<file path="src/rtl/riscv_lsu.sv">
// Load/store unit: turns core data-memory requests into word-aligned, byte-enabled
// memory transactions, stalls the core until done, and aligns/extends load data.
module riscv_lsu #(
  parameter int unsigned TIMEOUT_CYCLES = 16
) (
  input  logic        clk_i,
  input  logic        rst_i,
  input  logic        core_req_i,
  input  logic        core_we_i,
  input  logic [2:0]  core_size_i,
  input  logic [31:0] core_addr_i,
  input  logic [31:0] core_wd_i,
  output logic [31:0] core_rd_o,
  output logic        core_stall_o,
  output logic        misalign_o,
  output logic        timeout_o,
  output logic        mem_req_o,
  output logic        mem_we_o,
  output logic [3:0]  mem_be_o,
  output logic [31:0] mem_addr_o,
  output logic [31:0] mem_wd_o,
  input  logic [31:0] mem_rd_i,
  input  logic        mem_ready_i
);

  typedef enum logic [1:0] {
    S_IDLE = 2'd0,
    S_REQ  = 2'd1,
    S_RESP = 2'd2
  } state_t;

  localparam logic [7:0] LP_TMO_LAST = 8'(TIMEOUT_CYCLES - 1);

  state_t      r_state;
  logic        r_we;
  logic [2:0]  r_size;
  logic [31:0] r_addr;
  logic [31:0] r_wd;
  logic [31:0] r_data;
  logic [7:0]  r_cnt;
  logic        r_misalign;
  logic        r_timeout;

  logic        w_misalign;
  logic        w_in_req;
  logic        w_in_resp;
  logic [7:0]  w_byte;
  logic [15:0] w_half;
  logic [31:0] w_load;

  // Sizes 3, 6 and 7 have no defined access width and are rejected like misalignment.
  always_comb begin
    w_misalign = 1'b0;
    case (core_size_i)
      3'd0, 3'd4: w_misalign = 1'b0;
      3'd1, 3'd5: w_misalign = core_addr_i[0];
      3'd2:       w_misalign = (core_addr_i[1:0] != 2'b00);
      default:    w_misalign = 1'b1;
    endcase
  end

  always_ff @(posedge clk_i or negedge rst_i) begin
    if (!rst_i) begin
      r_state    <= S_IDLE;
      r_we       <= 1'b0;
      r_size     <= '0;
      r_addr     <= '0;
      r_wd       <= '0;
      r_data     <= '0;
      r_cnt      <= '0;
      r_misalign <= 1'b0;
      r_timeout  <= 1'b0;
    end else begin
      case (r_state)
        S_IDLE: begin
          if (core_req_i) begin
            r_we       <= core_we_i;
            r_size     <= core_size_i;
            r_addr     <= core_addr_i;
            r_wd       <= core_wd_i;
            r_data     <= '0;
            r_cnt      <= '0;
            r_misalign <= w_misalign;
            r_timeout  <= 1'b0;
            r_state    <= w_misalign ? S_RESP : S_REQ;
          end
        end
        S_REQ: begin
          r_cnt <= r_cnt + 8'd1;
          if (mem_ready_i) begin
            r_data  <= mem_rd_i;
            r_state <= S_RESP;
          end else if (r_cnt == LP_TMO_LAST) begin
            r_data    <= '0;
            r_timeout <= 1'b1;
            r_state   <= S_RESP;
          end
        end
        S_RESP: begin
          r_cnt   <= '0;
          r_state <= S_IDLE;
        end
        default: r_state <= S_IDLE;
      endcase
    end
  end

  always_comb begin
    w_byte = r_data[7:0];
    case (r_addr[1:0])
      2'd0: w_byte = r_data[7:0];
      2'd1: w_byte = r_data[15:8];
      2'd2: w_byte = r_data[23:16];
      2'd3: w_byte = r_data[31:24];
      default: w_byte = r_data[7:0];
    endcase
    w_half = r_addr[1] ? r_data[31:16] : r_data[15:0];
    w_load = '0;
    case (r_size)
      3'd0: w_load = {{24{w_byte[7]}}, w_byte};
      3'd4: w_load = {24'd0, w_byte};
      3'd1: w_load = {{16{w_half[15]}}, w_half};
      3'd5: w_load = {16'd0, w_half};
      3'd2: w_load = r_data;
      default: w_load = '0;
    endcase
  end

  // Memory-side outputs decode only from registered state so an async reset clears them at once.
  always_comb begin
    w_in_req     = (r_state == S_REQ);
    w_in_resp    = (r_state == S_RESP);
    core_stall_o = core_req_i && (r_state != S_RESP);
    misalign_o   = w_in_resp && r_misalign;
    timeout_o    = w_in_resp && r_timeout;
    core_rd_o    = (w_in_resp && !r_we && !r_misalign && !r_timeout) ? w_load : '0;
    mem_req_o    = w_in_req;
    mem_we_o     = w_in_req && r_we;
    mem_addr_o   = w_in_req ? {r_addr[31:2], 2'b00} : '0;
    mem_be_o     = '0;
    mem_wd_o     = '0;
    if (w_in_req) begin
      case (r_size[1:0])
        2'd0: begin
          mem_be_o = 4'b0001 << r_addr[1:0];
          mem_wd_o = {4{r_wd[7:0]}};
        end
        2'd1: begin
          mem_be_o = 4'b0011 << r_addr[1:0];
          mem_wd_o = {2{r_wd[15:0]}};
        end
        default: begin
          mem_be_o = 4'b1111;
          mem_wd_o = r_wd;
        end
      endcase
    end
  end

endmodule

</file>
<file path="config.mk">
export PLATFORM = sky130hd
export DESIGN_NAME = riscv_lsu
export DESIGN_NICKNAME = d
export VERILOG_FILES = /design/src/rtl/riscv_lsu.sv
export SDC_FILE = /design/constraint.sdc
export NUM_CORES = 1
export LEC_CHECK = 0
export ABC_CLOCK_PERIOD_IN_PS = 2800
export CAP_MARGIN = 5
export CORE_MARGIN = 2
export CORE_UTILIZATION = 45
export CTS_CLUSTER_DIAMETER = 80
export CTS_CLUSTER_SIZE = 12
export DETAILED_ROUTE_END_ITERATION = 16
export PLACE_DENSITY = 0.8
export SYNTH_ARGS = -nofsm -noshare
export SYNTH_HDL_FRONTEND = slang
export SYNTH_SLANG_ARGS = --single-unit
</file>
<file path="constraint.sdc">
create_clock -name clk_i -period 2.8 [get_ports clk_i]
set_input_delay 0.42 -clock clk_i [delete_from_list [all_inputs] [get_ports clk_i]]
set_output_delay 0.42 -clock clk_i [all_outputs]
set_load 0.05 [all_outputs]
</file>
* Word-level counts from Yosys, hierarchy flattened
Index checks and enable logic that the tools add are counted.
Storage, ports and cells: output and inout bits 105, flip-flop bits (word level) 112, logic and storage cells 82, input port bits 104
Cells by class: equal/unequal tests 20, muxes and demuxes 25, $add $sub $neg 1, shifts and indexed selects 2, reductions and logical operators 25
Operators with widths (number):
- 32-bit two-way mux | 6
- 32-bit case mux with 5 select lines | 1
- 32-bit case mux with 2 select lines | 2
- 8-bit case mux with 4 select lines | 1
- 8-bit case mux with 3 select lines | 1
- 16-bit two-way mux | 1
- 3-bit == test (second input constant) | 4
- 8-bit by 1-bit adder with 8-bit output (second input constant) | 1
- 8-bit by 4-bit == test with 1-bit output (second input constant) | 1
- 2-bit two-way mux | 4
- 8-bit two-way mux | 1
- 4-bit case mux with 2 select lines | 1
- 1-bit logical AND | 7
- 2-bit by 1-bit == test with 1-bit output (second input constant) | 3
- 2-bit == test (second input constant) | 3
- 3-bit by 1-bit == test with 1-bit output (second input constant) | 2
- 3-bit by 2-bit == test with 1-bit output (second input constant) | 2
- 2-bit zero test | 3
- 3-bit zero test | 2
- 2-bit != test (second input constant) | 3
- 2-bit AND reduction | 3
- 4-bit two-way mux | 1
- 2-bit case mux with 2 select lines | 1
- 4-bit AND reduction | 1
- other kinds (12) | 18

* Longest topological paths before layout
Gate-level depths: netlist (run 1).
depth after elaboration 6, mapped depth 8, mapped depth without buffers 5

* Least setup slack after synthesis (run 1)
Ideal clock, no wire load.
path kind flip-flop to output port, start register r_state[0], end output core_rd_o[10], slack 0.326 ns, stages on the path, launching flop included 7, arrival 2.054 ns, buffers on the path 2, data required time 2.380 ns, cells stage by stage dfrtp_1 > buf_2 > nand2b_1 > nor4_4 > nand2_1 > buf_2 > a21oi_1
On the way: word-level cells in the longest chain between the ends 5
RTL lines:
- start: declaration | RTL line 34 | state_t r_state;
- start signal: assignment | RTL line 85 | r_state <= w_misalign ? S_RESP : S_REQ;
- 2-bit == test | RTL line 132 | w_in_resp = (r_state == S_RESP);
- 1-bit logical AND (3 in a row) | RTL line 136 | core_rd_o = (w_in_resp && !r_we && !r_misalign && !r_timeout) ? w_load : '0;
- 32-bit two-way mux | RTL line 136
- end: declaration | RTL line 13 | output logic [31:0] core_rd_o,
Every way passes these cells.

* Final worst setup path (run 1)
start register r_size[0], end output core_rd_o[8]
On the way: word-level cells in the longest chain between the ends 3, elaborated cells on any way between the ends 7, those cells by class eq/ne (4); mux (2); reduce/logical (1)
RTL lines:
- start: declaration | RTL line 36 | logic [2:0] r_size;
- start signal: assignment | RTL line 78 | r_size <= core_size_i;
- 3-bit by 2-bit == test with 1-bit output (tied with other cells) | RTL line 119 | case (r_size)
- 32-bit case mux with 5 select lines (*) | RTL line 119
- 32-bit two-way mux (*) | RTL line 136
Mark *: on every way between the ends. The rest lies on a longest branch, timed or not.

==> summary.txt, run 1 <==
Status -> finished, final reports clean
Pins Over Slew Limit -> 0
CTS tree -> built
Residual DRC -> 0
WP buf/inv -> 1
Top cell type's share of synthesized area -> 0.4821
FILL cells -> 848
Vias -> 5199
Final Cell Area -> 9271 µm²
Clock root cell -> clkbuf_16
CP max FO -> 9
Pwr/cell area -> 712.7 nW/µm²
Die X -> 117.7 µm
CP Launch Type -> flop
Worst Reg-to-Reg Cells -> 4
Clk_skew -> 0.006155 ns
R2r setup slk -> 0.46 ns
Worst-skew pair later-pin latency -> 0.35 ns
CP top delay family -> compound AO/OA/AOI/OAI gates
Ant diodes -> 0
Vias per Instance -> 5.645
Initial core utilization -> 0.4606
Vias in the first global route -> 5450
Clock power frac -> 0.211
Critical R2R Launch -> r_state[0]
NumNets Final -> 849
Layout cell share with drive strength beyond 1 -> 0.2790
Internal power -> 4150 µW
Leading area contributor after synthesis -> dfrtp_1
Reg clk slew, reported paths -> 0.07 ns
CP max stage cell -> dfrtp_1
Final Routed Wirelength -> 18280 µm
Yosys cell types -> 47
Endpoint class of the critical path -> output port
Period minus WS final -> 2.698 ns
Die Area -> 13840 µm²
Crit path largest cell delay -> 0.49 ns
Cells after Synth -> 557
Switching power -> 2459 µW
Logic gate share of total power -> 0.434
Critical path class -> flop to output port
Worst-margin pin slew -> 1.225 ns
VDD IR max -> 0.4539 mV
Synth warn -> 0
Register share of total power -> 0.355
Largest net degree at the start of global routing -> 113
TritonRoute pass-1 iters -> 5
Grt total ovfl -> 0
CP cell instances -> or2_2 > nor2_1 > o211ai_1 > a21oi_1 > buf_12
Total track usage -> 0.2662
Slew margin rel. -> 0.1834
Port bufs -> 206
Max-cap violations -> 0
Detailed router's first-iteration violation count -> 618
CTS Buf Count -> 9
Post-DP Area -> 8932 µm²
Synth Register Bits -> 112
Syn-to-layout area delta -> 59.49%
DP Wirelength -> 13180 µm
Num Clock Sinks -> 112
Net switching fraction of the power -> 0.3721
RD Place Congestion -> 0.9026
CTS Hold Bufs -> 0
Core ar. -> 12620 µm²
WL/cell -> 19.85 µm
CP arrival -> 2.28 ns
Overall Power -> 6608 µW
Rows -> 41
Final setup vio count -> 0
Global-route wire length before repair -> 29390 µm
R2R Path End -> r_data[0]
H-tree lvl count -> 3
Syn Area/Cell -> 10.44 µm²
Commonest cells post-synth -> dfrtp_1 (112), a21oi_1 (69), mux2_2 (58)
Max clock buf depth -> 2
Max Fclk -> 0.3707 GHz
Post-synth ARST share -> 1.000
RSZ-0062 raised after global routing -> yes
Post-DRT Antenna Nets -> 0
Fin. Hold Viols -> 0
Primary FF master, synth -> dfrtp_1
Die height -> 117.7 µm
Mapped Area -> 5813 µm²
Hold WC Path Type -> input port to asynchronous set/reset pin
Number of synthesized flops with an enable pin -> 0
Synth top area cells -> dfrtp_1 (48%), mux2_2 (11%), a21oi_1 (5.9%)
Num ports -> 209
Critical path required time -> 2.38 ns
Antenna violations before repair -> 0
Leakage -> 0.003833 µW
Most frequent cell after synthesis -> dfrtp_1
Sequential-to-total area share from yosys stat -> 0.4821
Fin crit share -> 0.9634
[state kept, by name (all words and copies together) (netlist names)]
register    count
r_size          3
r_data         32
r_cnt           8
r_state         2
r_misalign      1
r_wd           32
r_timeout       1
r_addr         32
r_we            1
[logic make-up (layout without fill, tap and decap cells)]
group                    count (synthesis)  count (layout)  synth area share
AND/OR/NAND/NOR                        165             165            0.1410
adder cells (fa/ha/maj)                  1               1          0.002152
buffers and inverters                   52             243           0.04498
AO/OA/AOI/OAI                          135             135            0.1513
multiplexers                            91              91            0.1778
flip-flops                             112             112            0.4821
other                                    1               2         0.0006451
[per-stage QoR]
step                      std cells  hold slack, ns  setup TNS (ns)  utilization  setup WS [ns]
after floorplan                 558          0.1244               0            -         0.3259
after global placement          903          0.4659               0       0.7078         0.3848
after detailed placement        903          0.4749               0       0.7078         0.2577
after CTS                       919          0.1753               0       0.7335        0.02074
after global routing            921          0.2046         -0.2047       0.7347       -0.05154
final                           921          0.1362               0       0.7347         0.1025
[cell usage in the layout (no fill, tap or decap), types with 8 or more instances in the layout]
master / n
mux2i_1: 20
o21ai_0: 15
mux2_2: 58
nand2b_1: 8
a22o_1: 30
nand2_1: 54
dfrtp_1: 112
clkbuf_16: 9
mux2_1: 10
and2_1: 42
buf_12: 98
buf_4: 17
clkdlybuf4s50_1: 105
nor2_1: 42
a21oi_1: 69
[layer usage]
| metal | vias to the layer above | routed length, µm | GRT usage |
|---|---|---|---|
| met5 | - | 0 | 0 |
| li1 | 2329 | - | - |
| met3 | 50 | 1791 | 0.08915 |
| met4 | 0 | 636 | 0.1107 |
| met2 | 285 | 8653 | 0.4310 |
| met1 | 2535 | 7196 | 0.3266 |
[power groups by stage]
stage | clock [µW] | sequential [µW] | combinational (µW)
6_report | 1390 | 2350 | 2870
5_1_grt | 1490 | 2390 | 3040
4_1_cts | 1420 | 2340 | 2870
3_5_place_dp | 0 | 2360 | 2840
3_3_place_gp | 0 | 2320 | 2770
2_1_floorplan | 0 | 2230 | 1780
[final cells by class]
type | count | area [µm²] | share of cell area
flip-flops and latches | 112 | 2803 | 0.3023
multi-input cells | 394 | 2765 | 0.2982
repair buffers | 220 | 3141 | 0.3387
inverters | 7 | 26.28 | 0.002834
clock buffers | 10 | 239.0 | 0.02578
clock inverters | 6 | 82.58 | 0.008907
well taps | 172 | 215.2 | 0.02321
[worst max path at each step]
stage	from	end	slack, ns	cells after the start
finish	r_size[0]	core_rd_o[8]	0.10	5
global route	r_size[0]	core_rd_o[8]	-0.05	5
CTS	r_state[0]	core_rd_o[25]	0.02	5
detailed placement	r_state[0]	core_rd_o[8]	0.26	5
global placement	r_state[0]	core_rd_o[4]	0.38	5
floorplan	r_state[0]	core_rd_o[10]	0.33	6
[what timing repair did]
| action | in CTS | in global routing |
|---|---|---|
| gates resized for setup | 1 | 0 |
| setup endpoints to repair | 13 | 29 |
| setup buffers | 0 | 2 |
| hold endpoints to repair | 0 | 0 |
| pin swaps | 0 | 1 |
No activity file was read; power rests on OpenSTA's default activity.
==> inputs of run 2 (changes only) <==
- GPL_TIMING_DRIVEN: default -> 0
==> run 2 against run 1 <==
Compared with the run above: maximum frequency down 1.4%; sequential cell count unchanged; via count down 0.12%; clock-buffer cell count unchanged; core utilization down 8.0 points; register-to-register slack better by 0.34 ns; largest power group unchanged; largest cell class is now sequential cells.
==> summary.txt, run 2 (synthesized netlist as in run 1, its figures left out) <==
Status -> finished, final reports clean
DP Wirelength -> 13330 µm
Ant diodes -> 0
Max Fclk -> 0.3655 GHz
CTS Buf Count -> 9
Largest net degree at the start of global routing -> 72
Vias in the first global route -> 5255
Die height -> 117.7 µm
RD Place Congestion -> 0.8928
Slew margin rel. -> 0.3687
Pwr/cell area -> 753.0 nW/µm²
Max-cap violations -> 0
Port bufs -> 206
TritonRoute pass-1 iters -> 5
Die Area -> 13840 µm²
WP buf/inv -> 4
CTS Hold Bufs -> 0
Initial core utilization -> 0.4606
RSZ-0062 raised after global routing -> yes
CTS tree -> built
Fin. Hold Viols -> 0
Clk_skew -> 0.008307 ns
Post-DP Area -> 8112 µm²
Grt total ovfl -> 0
Core ar. -> 12620 µm²
Logic gate share of total power -> 0.400
Dpl ws -> -0.3743 ns
Biggest regs -> r_addr: 32 flops, r_data: 32 flops, r_wd: 32 flops
Clock power frac -> 0.227
Commonest cells after routing, fill and taps aside -> dfrtp_1 (112), clkdlybuf4s50_1 (105), a21oi_1 (65)
Final setup vio count -> 0
Fin crit share -> 0.9772
Syn-to-layout area delta -> 42.23%
CP arrival -> 2.32 ns
CP max stage cell -> dfrtp_1
CP top delay family -> buffers and inverters
Switching power -> 2404 µW
Endpoint class of the critical path -> output port
Critical path class -> flop to output port
CP max FO -> 10
Placed Cells -> 937
CP Launch Type -> flop
Hold_ws -> 0.2169 ns
Internal power -> 3822 µW
Leakage -> 0.003779 µW
Vias per Instance -> 5.432
CP cell instances -> buf_2 > or2_2 > buf_2 > nor2_1 > o211ai_1 > buf_4 > a21oi_1 > buf_4
Clock root cell -> clkbuf_16
Post-DRT Antenna Nets -> 0
WL/cell -> 18.85 µm
Total track usage -> 0.2629
Layout cell share with drive strength beyond 1 -> 0.2398
Final Cell Area -> 8268 µm²
Num ports -> 209
Vias -> 5193
Max clock buf depth -> 2
Rows -> 41
Period minus WS final -> 2.736 ns
Die X -> 117.7 µm
Num Clock Sinks -> 112
Crit path largest cell delay -> 0.38 ns
Final Routed Wirelength -> 18020 µm
Reg clk slew, reported paths -> 0.07 ns
Commonest non-fill, non-tap cell in the layout -> dfrtp_1
Non-Filler Instances -> 956
Detailed router's first-iteration violation count -> 375
Net switching fraction of the power -> 0.3861
NumNets Final -> 884
Global-route wire length before repair -> 28840 µm
Worst-skew pair later-pin latency -> 0.35 ns
Residual DRC -> 0
VDD IR max -> 0.4191 mV
Hold WC Path Type -> input port to asynchronous set/reset pin
Register share of total power -> 0.373
FILL cells -> 1060
Final worst slack -> 0.06397 ns
Worst-margin pin slew -> 0.9469 ns
Final setup TNS -> 0 ns
Antenna violations before repair -> 0
Critical path required time -> 2.38 ns
H-tree lvl count -> 3
Pins Over Slew Limit -> 0
-- run 2: path summary, 6_finish.rpt --
check | slack (ns) | end | cells after the start | startpoint
worst min register to register | 0.48 | r_addr[21] | 1 | r_addr[21]
max in group asynchronous | 1.84 | r_wd[2] | 2 | rst_i
worst max-delay path | 0.06 | core_rd_o[15] | 8 | r_size[0]
worst max register to register | 0.80 | r_addr[31] | 4 | r_state[1]
min in group clk_i | 0.48 | r_addr[21] | 1 | r_addr[21]
worst min-delay path | 0.22 | r_data[21] | 1 | rst_i
-- run 2: final cells by class --
class,instances,area (µm²),area share
tap,172,215.2,0.02603
multi-input combinational,394,2786,0.3370
buffer,45,245.2,0.02966
clock inverter,6,90.09,0.01090
sequential,112,2803,0.3390
clock buffer,10,239.0,0.02890
timing repair buffer,210,1863,0.2253
inverter,7,26.28,0.003178
-- run 2: per-stage QoR --
step | total power, µW | util
CTS | 6223 | 0.6611
detailed placement | 4880 | 0.6428
finish | 6225 | 0.6552
floorplan | 4005 | -
global route | 6542 | 0.6552
global placement | 4805 | 0.6414
-- run 2: layer usage --
layer  vias up  wire length (µm)  track usage
li1       2394                 -            -
met1      2499              7704       0.3343
met2       260              8407       0.4241
met3        40              1425      0.07558
met4         0               477       0.1032
met5         -                 0            0
-- run 2: power by group through the flow --
stage | combinational (µW) | clock (µW) | sequential (µW)
finish | 2490 | 1420 | 2320
global route | 2670 | 1510 | 2370
CTS | 2470 | 1440 | 2310
detailed placement | 2540 | 0 | 2340
global placement | 2490 | 0 | 2310
floorplan | 1780 | 0 | 2230
-- run 2: timing repair --
item                       4_1_cts  5_1_grt
setup endpoints to repair      100       60
gates resized for setup        177      117
pin swaps                        2        1
buffers inserted                 3        0
-- run 2: worst register-to-register path, cell delays in order (launching register included) --
cell      delay, ns
dfrtp_1        0.44
nand2b_1       0.22
nor2_2         0.46
buf_2          0.40
mux2_2         0.38
==> inputs of run 3 (changes only) <==
- ABC_CLOCK_PERIOD_IN_PS: 2800 -> 2700
- clock period: 2.8 -> 2.7 ns (I/O delays scaled with it)
==> run 3 against run 2 <==
Compared with the run above: non-clock buffer count is the same; global-route usage grew 0.13 points; clock skew grew 0.00055 ns; clock power grew 4%; sequential share of layout area shrank 0.077 points; power grew 4.2%; wire length grew 0.19%; die area is the same; design area grew 0.23%; via count grew 0.29%; hold slack lost 0.023 ns.
==> summary.txt, run 3 (synthesized netlist as in run 1, its figures left out) <==
Final setup TNS -> 0 ns
WL/cell -> 18.88 µm
Ant diodes -> 0
Logic gate share of total power -> 0.402
Antenna violations before repair -> 0
Final setup vio count -> 0
Core ar. -> 12620 µm²
Total track usage -> 0.2642
Residual DRC -> 0
RD Place Congestion -> 0.8928
Fin. Hold Viols -> 0
WP buf/inv -> 3
Vias per Instance -> 5.448
Period minus WS final -> 2.623 ns
Commonest non-fill, non-tap cell in the layout -> dfrtp_1
Grt total ovfl -> 0
Final worst slack -> 0.07657 ns
Critical path class -> flop to output port
CP cell instances -> clkbuf_1 > clkbuf_4 > mux2i_1 > nor2_1 > dlygate4sd2_1
Clock power frac -> 0.227
Status -> finished, final reports clean
Port bufs -> 206
Reg clk slew, reported paths -> 0.07 ns
Final Routed Wirelength -> 18050 µm
Num ports -> 209
Clk_skew -> 0.008852 ns
Fin crit share -> 0.9716
Hold WC Path Type -> input port to asynchronous set/reset pin
Max-cap violations -> 0
Crit path largest cell delay -> 0.55 ns
Pwr/cell area -> 782.4 nW/µm²
Rows -> 41
CP max FO -> 10
Num Clock Sinks -> 112
Initial core utilization -> 0.4606
Post-DRT Antenna Nets -> 0
Leakage -> 0.003735 µW
Detailed router's first-iteration violation count -> 411
Vias in the first global route -> 5304
Worst-skew pair later-pin latency -> 0.36 ns
CTS tree -> built
Layout cell share with drive strength beyond 1 -> 0.2755
Max Fclk -> 0.3812 GHz
CTS Hold Bufs -> 0
Pins Over Slew Limit -> 0
Clock root cell -> clkbuf_16
Biggest regs -> r_addr: 32 flops, r_data: 32 flops, r_wd: 32 flops
Net switching fraction of the power -> 0.3879
Max clock buf depth -> 2
VDD IR max -> 0.4351 mV
CP Launch Type -> flop
H-tree lvl count -> 3
Critical path required time -> 2.30 ns
CTS Buf Count -> 9
Slew margin rel. -> 0.3724
Commonest cells after routing, fill and taps aside -> dfrtp_1 (112), clkdlybuf4s50_1 (105), a21oi_1 (60)
Switching power -> 2515 µW
Dpl ws -> -0.4593 ns
Fin util -> 0.6567
Vias -> 5208
Die height -> 117.7 µm
Die X -> 117.7 µm
CP arrival -> 2.22 ns
Hold_ws -> 0.1938 ns
CP top delay family -> buffers and inverters
Register share of total power -> 0.371
DP Wirelength -> 13330 µm
Internal power -> 3969 µW
Syn-to-layout area delta -> 42.55%
Largest net degree at the start of global routing -> 72
Worst-margin pin slew -> 0.9414 ns
Die Area -> 13840 µm²
Global-route wire length before repair -> 28950 µm
Endpoint class of the critical path -> output port
NumNets Final -> 884
CP max stage cell -> dlygate4sd2_1
TritonRoute pass-1 iters -> 5
[run 3: cell types whose count changed in the layout (fill, tap and decap cells not counted), moves of 2 or more]
cell / change
dlygate4sd2_1: -17
buf_2: -2
a21oi_1: -5
a21oi_2: +5
buf_4: +3
clkbuf_1: -2
buf_6: +5
clkbuf_2: +11
clkdlybuf4s15_2: +4
[run 3: per-stage QoR]
step	area (µm²)	std cells	total power, µW
4_1_cts	8333	956	6472
2_1_floorplan	5817	558	4154
6_report	8287	956	6484
3_5_place_dp	8112	937	5060
3_3_place_gp	8094	936	4983
5_1_grt	8287	956	6802
[run 3: power by group through the flow]
| stage | sequential [µW] | clock [µW] | combinational [µW] |
|---|---|---|---|
| floorplan | 2310 | 0 | 1840 |
| global placement | 2400 | 0 | 2590 |
| detailed placement | 2420 | 0 | 2640 |
| CTS | 2400 | 1500 | 2580 |
| global route | 2450 | 1560 | 2780 |
| finish | 2400 | 1470 | 2600 |
[run 3: what timing repair did]
item | in CTS | in global routing
buffers inserted | 3 | 1
gates resized for setup | 242 | 124
pin swaps | 2 | 0
endpoints found under the hold margin | 0 | 0
endpoints found under the setup margin | 100 | 87
[run 3: layer usage]
layer,global-route usage,vias to the layer above,part of all wire
met5,0,-,0
met1,0.3336,2528,0.42
met4,0.1032,0,0.025
met3,0.08043,35,0.085
met2,0.4259,252,0.47
li1,-,2393,-
[run 3: worst paths after layout]
kind	from	endpoint	slack, ns	depth (start not counted)
min in group clk_i	r_addr[21]	r_addr[21]	0.48	1
worst min register to register	r_addr[21]	r_addr[21]	0.48	1
worst min-delay path	rst_i	r_data[17]	0.19	1
max in group asynchronous	rst_i	r_wd[2]	1.76	2
worst max register to register	r_state[1]	r_addr[31]	0.70	4
worst max-delay path	r_size[1]	mem_wd_o[18]	0.08	5
[run 3: cell type report]
type	count	area (µm²)
plain buffers	44	252.7
clock buffers	10	239.0
clock inverters	6	90.09
fillers	1050	4333
inverters	7	26.28
multi-input cells	394	2815
flip-flops and latches	112	2803
well taps	172	215.2
repair buffers	211	1846
[run 3: worst register-to-register path, stage by stage, from the launching register on]
cell      delay (ns)
dfrtp_1         0.45
nand2b_1        0.22
nor2_2          0.46
buf_2           0.40
mux2_2          0.38
